<file path="config.mk">
export PLATFORM = sky130hd
export DESIGN_NAME = apb_master_arbiter
export DESIGN_NICKNAME = d
export VERILOG_FILES = /design/src/rtl/apb_master_arbiter.sv
export SDC_FILE = /design/constraint.sdc
export NUM_CORES = 1
export LEC_CHECK = 0
export ABC_AREA = 1
export CORE_MARGIN = 2
export CORE_UTILIZATION = 38
export CTS_BUF_LIST = sky130_fd_sc_hd__clkbuf_16
export DETAILED_ROUTE_END_ITERATION = 10
export PLACE_DENSITY_LB_ADDON = 0.08
export SLEW_MARGIN = 5
export SYNTH_ARGS = -nofsm -noshare
export SYNTH_HDL_FRONTEND = slang
export SYNTH_SLANG_ARGS = --single-unit
export TNS_END_PERCENT = 20
</file>
<file path="constraint.sdc">
create_clock -name clk -period 1.9 [get_ports clk]
set_input_delay 0.475 -clock clk [delete_from_list [all_inputs] [get_ports clk]]
set_output_delay 0.475 -clock clk [all_outputs]
set_load 0.05 [all_outputs]
</file>
<file path="src/rtl/apb_master_arbiter.sv">
// apb_master_arbiter
//   Shares one APB master port among NUM_REQ local requesters. Requests are
//   granted round-robin. Each granted request runs one APB SETUP/ACCESS
//   transfer. The transfer waits on pready, and a timeout can force it to
//   complete. The response is routed back to the requester that owns it.
//
// Ports
//   clk, reset_n        clock, synchronous active-low reset
//   req_valid/ready     per-requester handshake (ready is a one-hot pulse)
//   req_addr/write/     per-requester request fields, packed and sliced by
//   req_wdata/strb/prot requester index
//   rsp_valid           one-hot completion pulse to the owning requester
//   rsp_rdata/rsp_err   read data and error flag, valid with rsp_valid
//   paddr..pstrb        APB master outputs
//   pready/prdata/      APB slave response inputs
//   pslverr
module apb_master_arbiter #(
    parameter int NUM_REQ    = 2,
    parameter int ADDR_WIDTH = 32,
    parameter int DATA_WIDTH = 32,
    parameter int TIMEOUT    = 16
) (
    input  logic                               clk,
    input  logic                               reset_n,
    input  logic [NUM_REQ-1:0]                 req_valid,
    output logic [NUM_REQ-1:0]                 req_ready,
    input  logic [NUM_REQ*ADDR_WIDTH-1:0]      req_addr,
    input  logic [NUM_REQ-1:0]                 req_write,
    input  logic [NUM_REQ*DATA_WIDTH-1:0]      req_wdata,
    input  logic [NUM_REQ*(DATA_WIDTH/8)-1:0]  req_strb,
    input  logic [NUM_REQ-1:0]                 req_prot,
    output logic [NUM_REQ-1:0]                 rsp_valid,
    output logic [DATA_WIDTH-1:0]              rsp_rdata,
    output logic                               rsp_err,
    output logic [ADDR_WIDTH-1:0]              paddr,
    output logic                               pprot,
    output logic                               psel,
    output logic                               penable,
    output logic                               pwrite,
    output logic [DATA_WIDTH-1:0]              pwdata,
    output logic [DATA_WIDTH/8-1:0]            pstrb,
    input  logic                               pready,
    input  logic [DATA_WIDTH-1:0]              prdata,
    input  logic                               pslverr
);

    localparam int          STRB_WIDTH = DATA_WIDTH / 8;
    localparam int unsigned NREQ       = NUM_REQ;
    localparam int          PTR_W      = (NUM_REQ > 1) ? $clog2(NUM_REQ) : 1;
    localparam int          TMO_W      = (TIMEOUT > 1) ? $clog2(TIMEOUT) : 1;
    localparam logic [PTR_W-1:0] PTR_RST  = PTR_W'(NUM_REQ - 1);
    localparam logic [TMO_W-1:0] TMO_LAST = (TIMEOUT > 0) ? TMO_W'(TIMEOUT - 1) : '0;

    typedef enum logic [1:0] {
        ST_IDLE,
        ST_SETUP,
        ST_ACCESS
    } state_e;

    state_e state_q, state_d;

    logic [PTR_W-1:0]      ptr_q;
    logic [PTR_W-1:0]      owner_q;
    logic [TMO_W-1:0]      tmo_cnt_q;
    logic [ADDR_WIDTH-1:0] addr_q;
    logic                  write_q;
    logic                  prot_q;
    logic [DATA_WIDTH-1:0] wdata_q;
    logic [STRB_WIDTH-1:0] strb_q;
    logic [NUM_REQ-1:0]    rsp_valid_q;
    logic [DATA_WIDTH-1:0] rsp_rdata_q;
    logic                  rsp_err_q;

    logic [PTR_W-1:0]      scan_idx;
    logic [PTR_W-1:0]      grant_idx;
    logic                  grant_found;
    logic                  arb_en;
    logic                  accept;
    logic                  complete;
    logic                  tmo_hit;

    logic [ADDR_WIDTH-1:0] sel_addr;
    logic [DATA_WIDTH-1:0] sel_wdata;
    logic [STRB_WIDTH-1:0] sel_strb;
    logic                  sel_write;
    logic                  sel_prot;

    // Round-robin search: first valid requester after the last winner.
    always_comb begin
        scan_idx    = '0;
        grant_idx   = '0;
        grant_found = 1'b0;
        for (int unsigned k = 1; k <= NREQ; k++) begin
            scan_idx = PTR_W'((32'(ptr_q) + k) % NREQ);
            if (!grant_found && req_valid[scan_idx]) begin
                grant_found = 1'b1;
                grant_idx   = scan_idx;
            end
        end
    end

    // Request fields of the current winner.
    always_comb begin
        sel_addr  = '0;
        sel_wdata = '0;
        sel_strb  = '0;
        sel_write = 1'b0;
        sel_prot  = 1'b0;
        for (int unsigned i = 0; i < NREQ; i++) begin
            if (grant_idx == PTR_W'(i)) begin
                sel_addr  = req_addr[i*ADDR_WIDTH +: ADDR_WIDTH];
                sel_wdata = req_wdata[i*DATA_WIDTH +: DATA_WIDTH];
                sel_strb  = req_strb[i*STRB_WIDTH +: STRB_WIDTH];
                sel_write = req_write[i];
                sel_prot  = req_prot[i];
            end
        end
    end

    always_ff @(posedge clk) begin
        if (!reset_n) begin
            state_q <= ST_IDLE;
        end else begin
            state_q <= state_d;
        end
    end

    always_comb begin
        state_d  = state_q;
        psel     = 1'b0;
        penable  = 1'b0;
        arb_en   = 1'b0;
        complete = 1'b0;
        tmo_hit  = 1'b0;
        case (state_q)
            ST_IDLE: begin
                arb_en = 1'b1;
                if (grant_found) begin
                    state_d = ST_SETUP;
                end
            end
            ST_SETUP: begin
                psel    = 1'b1;
                state_d = ST_ACCESS;
            end
            ST_ACCESS: begin
                psel    = 1'b1;
                penable = 1'b1;
                if (pready) begin
                    // Normal completion re-arbitrates so a waiting request
                    // goes straight to SETUP without an idle cycle.
                    complete = 1'b1;
                    arb_en   = 1'b1;
                    state_d  = grant_found ? ST_SETUP : ST_IDLE;
                end else if ((TIMEOUT != 0) && (tmo_cnt_q == TMO_LAST)) begin
                    // Forced completion always releases the bus.
                    complete = 1'b1;
                    tmo_hit  = 1'b1;
                    state_d  = ST_IDLE;
                end
            end
            default: state_d = ST_IDLE;
        endcase
    end

    assign accept = arb_en & grant_found;

    always_comb begin
        req_ready = '0;
        if (accept) begin
            req_ready[grant_idx] = 1'b1;
        end
    end

    always_ff @(posedge clk) begin
        if (!reset_n) begin
            ptr_q       <= PTR_RST;
            owner_q     <= '0;
            tmo_cnt_q   <= '0;
            addr_q      <= '0;
            write_q     <= 1'b0;
            prot_q      <= 1'b0;
            wdata_q     <= '0;
            strb_q      <= '0;
            rsp_valid_q <= '0;
            rsp_rdata_q <= '0;
            rsp_err_q   <= 1'b0;
        end else begin
            if (accept) begin
                ptr_q   <= grant_idx;
                owner_q <= grant_idx;
                addr_q  <= sel_addr;
                write_q <= sel_write;
                prot_q  <= sel_prot;
                // Reads drive zero data/strobes on the bus.
                wdata_q <= sel_write ? sel_wdata : '0;
                strb_q  <= sel_write ? sel_strb : '0;
            end

            if (complete) begin
                tmo_cnt_q <= '0;
            end else if (state_q == ST_ACCESS) begin
                tmo_cnt_q <= tmo_cnt_q + 1'b1;
            end

            rsp_valid_q <= '0;
            rsp_rdata_q <= '0;
            rsp_err_q   <= 1'b0;
            if (complete) begin
                rsp_valid_q[owner_q] <= 1'b1;
                rsp_err_q            <= tmo_hit | pslverr;
                rsp_rdata_q          <= (!write_q && !tmo_hit) ? prdata : '0;
            end
        end
    end

    assign paddr     = addr_q;
    assign pwrite    = write_q;
    assign pprot     = prot_q;
    assign pwdata    = wdata_q;
    assign pstrb     = strb_q;
    assign rsp_valid = rsp_valid_q;
    assign rsp_rdata = rsp_rdata_q;
    assign rsp_err   = rsp_err_q;

endmodule

</file>
==> key figures <==
Route
  – Detailed-route wire length: 16600 um
  – Detailed-route wire length per cell: 13.8 um
  – Post-DRT Antenna Nets: 0
  – Via Count: 5469
  – Residual DRC count: 0
  – DR vias/cell: 4.53
  – Initial DRC count: ~240
  – Detailed-router iteration count before antenna repair: 4

Logic synthesis
  – FFs w/ async S/R, synth: 0%
  – Number of storage elements in the synthesis netlist: between 100 and 150
  – Main flop type after synthesis: sky130_fd_sc_hd__dfxtp_1
  – Seq/Total Area, Yosys: between 40% and 50%
  – Post-synthesis area per instance: approximately 6.8 um^2
  – Distinct cell type count of the synthesized netlist: 21
  – Synth top area share: a little under half
  – Net count after synthesis: between 800 and 900
  – EDFF count, synth: 0
  – Mapped Cells: around 710
  – Largest cells by area after synthesis: sky130_fd_sc_hd__dfxtp_1 47%, sky130_fd_sc_hd__nand2_1 23%, sky130_fd_sc_hd__nand3_1 8.2%
  – Area of the mapped netlist: just under 0.005 mm^2
  – Cell taking the most area after synthesis: sky130_fd_sc_hd__dfxtp_1
  – YS warnings: 0

Critical path
  – Critical Setup Path Class: flip-flop to primary output
  – Reg-to-reg critical path endpoint: pwdata[29]$_SDFFE_PN0P_
  – Data arrival time of the critical path: 1.59 ns
  – Worst r2r path cells: 11
  – Worst setup EP type: primary output
  – Worst setup slack for register-to-register paths: 0.15 ns
  – Beginning of the worst register-to-register path: state_q[0]$_SDFFE_PN0P_
  – Kind of start point of the critical path: flip-flop
  – Required time of the critical path: 1.42 ns
  – Crit Path Max Fanout: 4

CTS
  – Number of buffers added by the clock tree synthesis step: 17
  – Clock tree from TritonCTS: built
  – Root buf cell: sky130_fd_sc_hd__clkbuf_16
  – Clk Latency, worst-skew pair: ~0.41 ns
  – Clock transition at the registers of the reported paths: 0.05 ns
  – Sinks on Clock Net: 113
  – Buffer levels on the longest clock path: 2
  – Level count of the clock H-tree: 4

Floorplan
  – Die area: approximately 0.014 mm^2
  – Area of the core: roughly 0.013 mm^2
  – FP Rows: 41
  – Starting Density: a little under 40%
  – Number of I/O pins: ~290
  – Horizontal die dimension: roughly 120 um
  – Die Span Y: 117 um

Cells and area
  – Fill cells: about 1100
  – Total Nets Final: ~1200
  – Area grow syn2layout: 78.6%
  – Fraction of final layout cells sized beyond drive strength 1: between 20% and 30%
  – Antenna diodes: 0

STA
  – Unrepaired setup endpoints after global routing: yes
  – Worst max-slew margin expressed relative to the limit: 77.4%
  – Final worst slack: -0.170 ns
  – Number of pins with negative max-slew slack in the final report: 0
  – Transition at the pin with the smallest max-transition slack: approximately 0.34 ns
  – Final hold violations: 0
  – Timing-limited maximum frequency: around 0.48 GHz
  – Setup violation total in the final timing report: 2
  – Share of the clock period used by the worst path after layout: 109%
  – Clock period minus final worst setup slack: ~2.1 ns
  – Worst slack on hold paths: around 0.45 ns
  – Largest clock skew in the final design: 0.0100 ns

Power and ir drop
  – Part of the total power dissipated in the clock network: between 30% and 40%
  – Internal power consumption: about 6.2 mW
  – Design Power: approximately 9.5 mW
  – Power density over the cells: between 1000 and 1500 mW/mm^2
  – Power share of the combinational group: 34.6%
  – Portion of total power attributed to sequential cells: about 29%
  – VDD IR max: about 0.00052 V
  – Switching power share of the total: between 30% and 40%
  – LEAKAGE: between 4 and 5 nW
  – Power spent charging and discharging nets: 3.24 mW

Global route
  – Overflow after GRT: 0
  – Via count of the first global-routing pass: approximately 5200
  – Wire length of the first global-routing pass: ~25000 um
  – Number of antenna violations at the first check in global routing: 0
  – All-Layer GR Usage: 24.0%
  – Maximum number of pins on one net before global-route repair: 45

Hold path
  – HP Start: owner_q$_SDFFE_PN0P_
  – Class of the tightest hold or removal check: flip-flop to flip-flop
  – Hold Crit Depth: 1
  – Hold Path Sink: rsp_valid[0]$_SDFF_PN0_

Job
  – Maxcap violations: 0

Status
  – Violated checks: negative setup slack
  – Result of the run: finished, violations left

Placed design
  – DPL Wire Length: between 10000 and 15000 um
  – Number of buffers inserted by port buffering: 286
  – GPL Wtd Cong: about 0.80
## logic make-up after synthesis
| logic type | count (synthesis) | share of synthesized area (%) |
|---|---|---|
| fa+ha+maj | 6 | 1.55 |
| buf+inv | 92 | 8.01 |
| simple gates | 426 | 35.7 |
| xor+xnor | 1 | 0.181 |
| compound gates | 76 | 7.88 |
| flops | 113 | 46.7 |
## power groups by stage
stage | Combinational [mW] | Sequential, mW | Clock (mW)
floorplan | 1.12 | 3.50 | 0
finish | 3.28 | 2.74 | 3.46
detailed placement | 3.20 | 2.78 | 0
global placement | 3.19 | 2.77 | 0
global route | 3.52 | 2.77 | 3.63
CTS | 3.29 | 2.74 | 3.49
## cell usage in the layout, fill, tap and decap left out
cell type                         count
sky130_fd_sc_hd__nand2_1            292
sky130_fd_sc_hd__clkdlybuf4s50_1    175
sky130_fd_sc_hd__buf_4              144
sky130_fd_sc_hd__dfxtp_1            111
sky130_fd_sc_hd__nand3_1             79
sky130_fd_sc_hd__a21oi_1             75
sky130_fd_sc_hd__inv_1               41
sky130_fd_sc_hd__nor2_1              41
sky130_fd_sc_hd__clkbuf_16           17
sky130_fd_sc_hd__buf_12              11
sky130_fd_sc_hd__nand2_2              7
sky130_fd_sc_hd__bufinv_16            5
sky130_fd_sc_hd__inv_2                4
sky130_fd_sc_hd__clkinv_4             4
sky130_fd_sc_hd__clkinvlp_4           3
sky130_fd_sc_hd__ha_1                 3
sky130_fd_sc_hd__ha_4                 3
sky130_fd_sc_hd__inv_4                2
sky130_fd_sc_hd__nor2_4               2
sky130_fd_sc_hd__clkinv_2             2
sky130_fd_sc_hd__dlygate4sd2_1        2
sky130_fd_sc_hd__nor2_2               1
sky130_fd_sc_hd__nand3_4              1
sky130_fd_sc_hd__nand4_1              1
sky130_fd_sc_hd__nor3b_1              1
sky130_fd_sc_hd__nor3_1               1
sky130_fd_sc_hd__xnor2_1              1
sky130_fd_sc_hd__a31oi_1              1
sky130_fd_sc_hd__clkinv_1             1
sky130_fd_sc_hd__buf_6                1
sky130_fd_sc_hd__dfxtp_2              1
sky130_fd_sc_hd__dfxtp_4              1
## worst max path at each step
| stage | start | to | depth (start not counted) |
|---|---|---|---|
| 2_1_floorplan | state_q[1]$_SDFFE_PN0P_ | req_ready[0] | 6 |
| 3_3_place_gp | req_valid[1] | req_ready[1] | 7 |
| 3_5_place_dp | req_valid[1] | req_ready[1] | 7 |
| 4_1_cts | state_q[1]$_SDFFE_PN0P_ | req_ready[1] | 9 |
| 5_1_grt | state_q[1]$_SDFFE_PN0P_ | req_ready[1] | 9 |
| 6_report | state_q[0]$_SDFFE_PN0P_ | req_ready[1] | 9 |
## area by class of cell
class / instances / area, um^2 / area share [%]
flip-flops and latches: 113 / 2270 / 26.2
clock buffers: 17 / 425 / 4.92
repair buffers: 333 / 3080 / 35.6
inverters: 47 / 185 / 2.14
well taps: 172 / 215 / 2.49
multi-input cells: 509 / 2260 / 26.1
clock inverters: 15 / 218 / 2.52
## routing by layer
metal	wire length [um]	vias to the layer above	global-route usage (%)	part of all wire [%]
met3	1470	34	7.72	8.8
li1	-	2857	-	-
met1	6640	2378	27.6	40
met5	0	-	0	0
met2	8050	200	41.2	48
met4	480	0	10.0	2.9
## stage by stage
step | worst slack, ns | setup TNS (ns) | area, um^2 | utilization [%] | cells
after floorplan | -0.0173 | -0.0173 | 4870 | - | 714
after CTS | -0.182 | -0.338 | 8640 | 69.0 | 1205
final | -0.170 | -0.309 | 8650 | 69.1 | 1206
after detailed placement | -0.289 | -11.97 | 7910 | 63.2 | 1169
after global routing | -0.233 | -0.432 | 8650 | 69.1 | 1206
after global placement | -0.274 | -10.23 | 7910 | 63.2 | 1169
## synth_stat cells (2+ instances only)
library cell	instances
sky130_fd_sc_hd__nand3_1	79
sky130_fd_sc_hd__dfxtp_1	113
sky130_fd_sc_hd__inv_1	44
sky130_fd_sc_hd__a21oi_1	75
sky130_fd_sc_hd__nor2_1	42
sky130_fd_sc_hd__nand2_1	297
sky130_fd_sc_hd__clkbuf_1	12
sky130_fd_sc_hd__buf_2	25
sky130_fd_sc_hd__buf_1	5
sky130_fd_sc_hd__ha_1	6
sky130_fd_sc_hd__inv_2	3
sky130_fd_sc_hd__buf_4	3
sky130_fd_sc_hd__nand2_2	2
## worst max-delay path, stage by stage (launching register included)
cell                         delay (ns)
sky130_fd_sc_hd__dfxtp_2           0.33
sky130_fd_sc_hd__inv_4             0.09
sky130_fd_sc_hd__ha_4              0.14
sky130_fd_sc_hd__nand2_1           0.06
sky130_fd_sc_hd__nand2_2           0.08
sky130_fd_sc_hd__nand2_2           0.07
sky130_fd_sc_hd__nor2_4            0.12
sky130_fd_sc_hd__nand2_2           0.08
sky130_fd_sc_hd__clkinvlp_4        0.08
sky130_fd_sc_hd__buf_12            0.13
## registers in the layout, indices dropped and copies added (netlist names)
name,count
pstrb,4
ptr_q,1
paddr,32
pwrite,1
state_q,2
pwdata,32
tmo_cnt_q,4
rsp_err,1
owner_q,1
rsp_valid,2
pprot,1
rsp_rdata,32
## repair_timing
| action | 4_1_cts | 5_1_grt |
|---|---|---|
| hold buffers | 0 | 0 |
| gates resized for setup | 20 | 0 |
| buffers inserted | 4 | 1 |
| setup endpoints to repair | 2 | 2 |
| pin swaps | 7 | 1 |
Power figures use the tool's default switching activity.
==> RTL edit 1: new RTL, same settings <==
Put one more register stage on the output `rsp_err`, cleared by the reset. The value now appears one clock later. The other outputs are not delayed to match.
--- a/src/rtl/apb_master_arbiter.sv
+++ b/src/rtl/apb_master_arbiter.sv
@@ -222,5 +222,11 @@
     assign rsp_valid = rsp_valid_q;
     assign rsp_rdata = rsp_rdata_q;
-    assign rsp_err   = rsp_err_q;
+    always_ff @(posedge clk) begin
+        if (!reset_n) begin
+            rsp_err <= '0;
+        end else begin
+            rsp_err <= rsp_err_q;
+        end
+    end
 
 endmodule
Function: changed (a bounded check fails within 4 cycles, from zero or initial values and one cycle with reset_n low).
==> RTL edit 1 against the unedited design <==
  * Largest cell class unchanged
  * Power down 16%
  * Critical path type unchanged
  * Setup slack better by 0.059 ns
  * Sequential cell count grew 1
  * Design area down 2.1%
  * Worst hold slack got worse by 0.033 ns
  * Register-to-register slack worse by 0.20 ns
  * Area after synthesis grew 0.85%
  * First-iteration DRC count grew 1.7%
  * The run still ends with setup timing left
  * Wire length shrank 2.8%
==> RTL edit 1: results <==
power_and_ir_drop:
  leakage_nw: 3.98
  ir_drop_mv: 0.565
  pg_seq_mw: 2.65
  seq_power_share_pct: 33.1
  p_switching_mw: 2.59
  pwr-share-clk_pct: 38.9
sta:
  tns_ns: -0.320
  finalClockSkew_ns: 0.00541
  setup_ws_ns: -0.111
  finalSetupViolCount: 4
  worstMarginPinSlew_ns: 0.447
route:
  drt_iter0_drc: 245
  drt-wirelength-per-cell_um: 13.6
  viasPerCell: 4.61
  dr.pass1.iters: 5
  antenna_left: 0
final_layout:
  drive_gt1_share_pct: 19.1
  fin_util_pct: 67.4
  fillers: 1140
  fin_nets: 1184
global_route:
  antenna_found_initial: 1
  grt_pass1_wl_um: 25900
  grt-ovfl-total: 0
  grt_pass1_vias: 5133
  grt_max_degree: 47
yosys:
  synth_xor_area_share_pct: 0.179
  synth-compound-area-share_pct: 8.15
  ys_top_cells_by_area: "dfxtp_1 47%, nand2_1 22%, nand3_1 8.1%"
  synthMuxAreaShare_pct: 0
  synth_adder_area_share_pct: 1.28
  synth_seq_area_share_pct: 46.7
setup_path:
  r2r_end: "owner_q"
  crit_fanout: 3
  r2r_slack_ns: -0.05
  crit_arrival_ns: 1.54
  rr_worst_depth: 13
  crit_family: "flip-flops"
outcome:
  status: "finished, violations left"
  violations: "setup timing"
min_path:
  holdPathEnd: "rsp_err"
  min_from: "rsp_err_q"
placed_design:
  place_hpwl_um: 11400
  gp_congestion: 0.799
RTL edit 1: what timing repair did:
| item | in CTS | in global routing |
|---|---|---|
| gates resized for setup | 13 | 6 |
| pin swaps | 3 | 4 |
| buffers inserted | 9 | 2 |
| setup endpoints to repair | 2 | 5 |
RTL edit 1: kinds of logic (layout without fill, tap and decap cells):
group | count (synthesis) | count (layout)
buffers and inverters | 92 | 399
other | 0 | 1
adders and majority gates | 5 | 5
xor gates and xnor gates | 1 | 1
AOI/OAI and AO/OA | 77 | 77
DFF | 114 | 114
and+or+nand+nor | 418 | 418
RTL edit 1: metal layers:
layer / vias to the layer above / GRT usage, % / part of all wire (%)
li1: 2808 / - / -
met1: 2444 / 27.3 / 42
met4: 0 / 9.41 / 1.6
met2: 191 / 39.8 / 49
met3: 24 / 7.15 / 6.6
met5: - / 0 / 0
RTL edit 1: worst max-delay path by stage:
stage,startpoint,to,slack [ns],cells past startpoint
final,state_q[0],req_ready[1],-0.11,7
after global routing,state_q[0],req_ready[1],-0.17,7
after CTS,state_q[0],req_ready[1],-0.12,7
after detailed placement,pready,req_ready[1],-0.26,6
after global placement,pready,req_ready[1],-0.27,6
after floorplan,state_q[0],req_ready[0],-0.05,7
RTL edit 1: metrics by stage:
| step | std cells | hold slack, ns |
|---|---|---|
| floorplan | 707 | 0.390 |
| global placement | 1143 | 0.400 |
| detailed placement | 1143 | 0.408 |
| CTS | 1184 | 0.418 |
| global route | 1187 | 0.459 |
| finish | 1187 | 0.413 |
RTL edit 1: layout make-up:
class	instances	area share (%)
diodes	1	0.0296
clock buffers	17	5.02
clock inverters	15	1.91
inverters	46	2.11
multi-input cells	501	26.0
flip-flops and latches	114	27.0
well taps	172	2.54
repair buffers	321	35.4
==> RTL edit 2: new RTL, same flow settings <==
Without the edit above. The parameter `DATA_WIDTH` goes from 32 to 48.
--- a/src/rtl/apb_master_arbiter.sv
+++ b/src/rtl/apb_master_arbiter.sv
@@ -18,5 +18,5 @@
     parameter int NUM_REQ    = 2,
     parameter int ADDR_WIDTH = 32,
-    parameter int DATA_WIDTH = 32,
+    parameter int DATA_WIDTH = 48,
     parameter int TIMEOUT    = 16
 ) (
Ports: changed (6 resized); port bits go from 287 to 373. The function was not compared with the original's and may differ.
==> RTL edit 2 against the unedited design <==
  * The flow still finishes with violations (setup timing)
  * Clock power decreased by 5%
  * Setup slack worse by 0.033 ns
  * Power grew 17%
  * Area after synthesis increased by 29%
  * Maximum frequency shrank 1.6%
  * Wire length up 43%
  * Design area is 27% higher
  * Non-clock buffer count increased by 90
  * Combinational power grew 30%
  * Critical path type unchanged
  * Sequential cell count grew 34
==> RTL edit 2: results <==
yosys:
  synth_common_cells: "316 x nand2_1, 147 x dfxtp_1, 147 x nand3_1"
  synth_xor_area_share_pct: 0.140
  ys_top_cells_by_area: "dfxtp_1 47%, nand2_1 19%, nand3_1 12%"
  syn_nets: 1143
  synth_seq_area_share_pct: 47.0
final_layout:
  drive_gt1_share_pct: 19.4
  fillers: 1407
placed_design:
  portBuffers: 372
  gp_congestion: 0.842
outcome:
  status: "finished, violations left"
  violations: "setup timing"
global_route:
  grt_pass1_wl_um: 36400
  grt_max_degree: 70
  antenna_found_initial: 1
  grt_pass1_vias: 6713
  grt_usage_pct: 26.2
power_and_ir_drop:
  ir_drop_mv: 0.769
  leakage_nw: 5.10
route:
  drt_iter0_drc: 395
  viasPerCell: 4.72
  routed_wl_um: 23800
  dr.pass1.iters: 5
setup_path:
  crit_family: "buffers and inverters"
  cp_slowest_stage_delay_ns: 0.36
  crit_arrival_ns: 1.63
sta:
  finalSetupViolCount: 2
  setup_ws_ns: -0.203
==> RTL edit 2: worst reg2reg max path, cell delays in order (launching register included) <==
cell,delay [ns]
dfxtp_4,0.37
buf_6,0.10
ha_4,0.14
nand2_4,0.05
nand2_4,0.08
nand2_4,0.06
nor2_4,0.09
buf_4,0.11
buf_4,0.12
buf_16,0.27
nand3_1,0.19
a21oi_2,0.17
==> RTL edit 2: path summary, 6_finish.rpt <==
check / slack [ns] / startpoint / cells past startpoint / end
worst max-delay path: -0.20 / state_q[1] / 9 / req_ready[0]
worst min-delay path: 0.45 / owner_q / 1 / rsp_valid[0]
worst max register to register: 0.09 / state_q[1] / 11 / pwdata[17]
worst min register to register: 0.45 / owner_q / 1 / rsp_valid[0]
==> RTL edit 2: layout make-up <==
class | instances | area (um^2) | share of cell area, %
Timing Repair Buffer | 423 | 4040 | 36.8
Sequential cell | 147 | 2950 | 26.9
Multi-Input combinational cell | 633 | 2890 | 26.4
Clock buffer | 17 | 425 | 3.88
Tap cell | 216 | 270 | 2.47
Inverter | 62 | 244 | 2.23
Clock inverter | 15 | 146 | 1.34
==> RTL edit 2: per-stage QoR <==
step / setup WS (ns) / setup TNS, ns / instances / cell area (um^2) / hold slack (ns)
2_1_floorplan: -0.0154 / -0.0240 / 907 / 6300 / 0.410
3_3_place_gp: -0.214 / -14.72 / 1464 / 10100 / 0.436
3_5_place_dp: -0.254 / -16.64 / 1464 / 10100 / 0.444
4_1_cts: -0.193 / -1.80 / 1510 / 10800 / 0.454
5_1_grt: -0.261 / -0.476 / 1513 / 11000 / 0.473
6_report: -0.203 / -0.366 / 1513 / 11000 / 0.450
==> RTL edit 2: what timing repair did <==
item,CTS,global route
setup buffers,14,3
endpoints found under the setup margin,7,91
gates cloned,0,3
hold buffers,0,0
gates resized for setup,24,9
pin swaps,51,4
==> RTL edit 2: cell families (layout without fill, tap and decap cells) <==
kind of cell,after synthesis,count (layout)
simple gates,530,530
flops,147,147
compound gates,96,96
xor+xnor,1,1
fa+ha+maj,6,6
buf+inv,127,517
==> RTL edit 2: layer usage <==
| layer | wire, um | GRT usage [%] | part of all wire (%) |
|---|---|---|---|
| met1 | 9550 | 30.5 | 40 |
| met2 | 11700 | 44.8 | 49 |
| met3 | 1860 | 8.05 | 7.8 |
| met4 | 733 | 11.1 | 3.1 |
| met5 | 13 | 0 | 0.055 |
==> RTL edit 2: where the power goes <==
group	leakage, nW	switching [mW]	internal, mW
sequential	1.19	0.156	3.37
combinational	3.63	2.55	1.72
clock	0.275	1.43	1.84
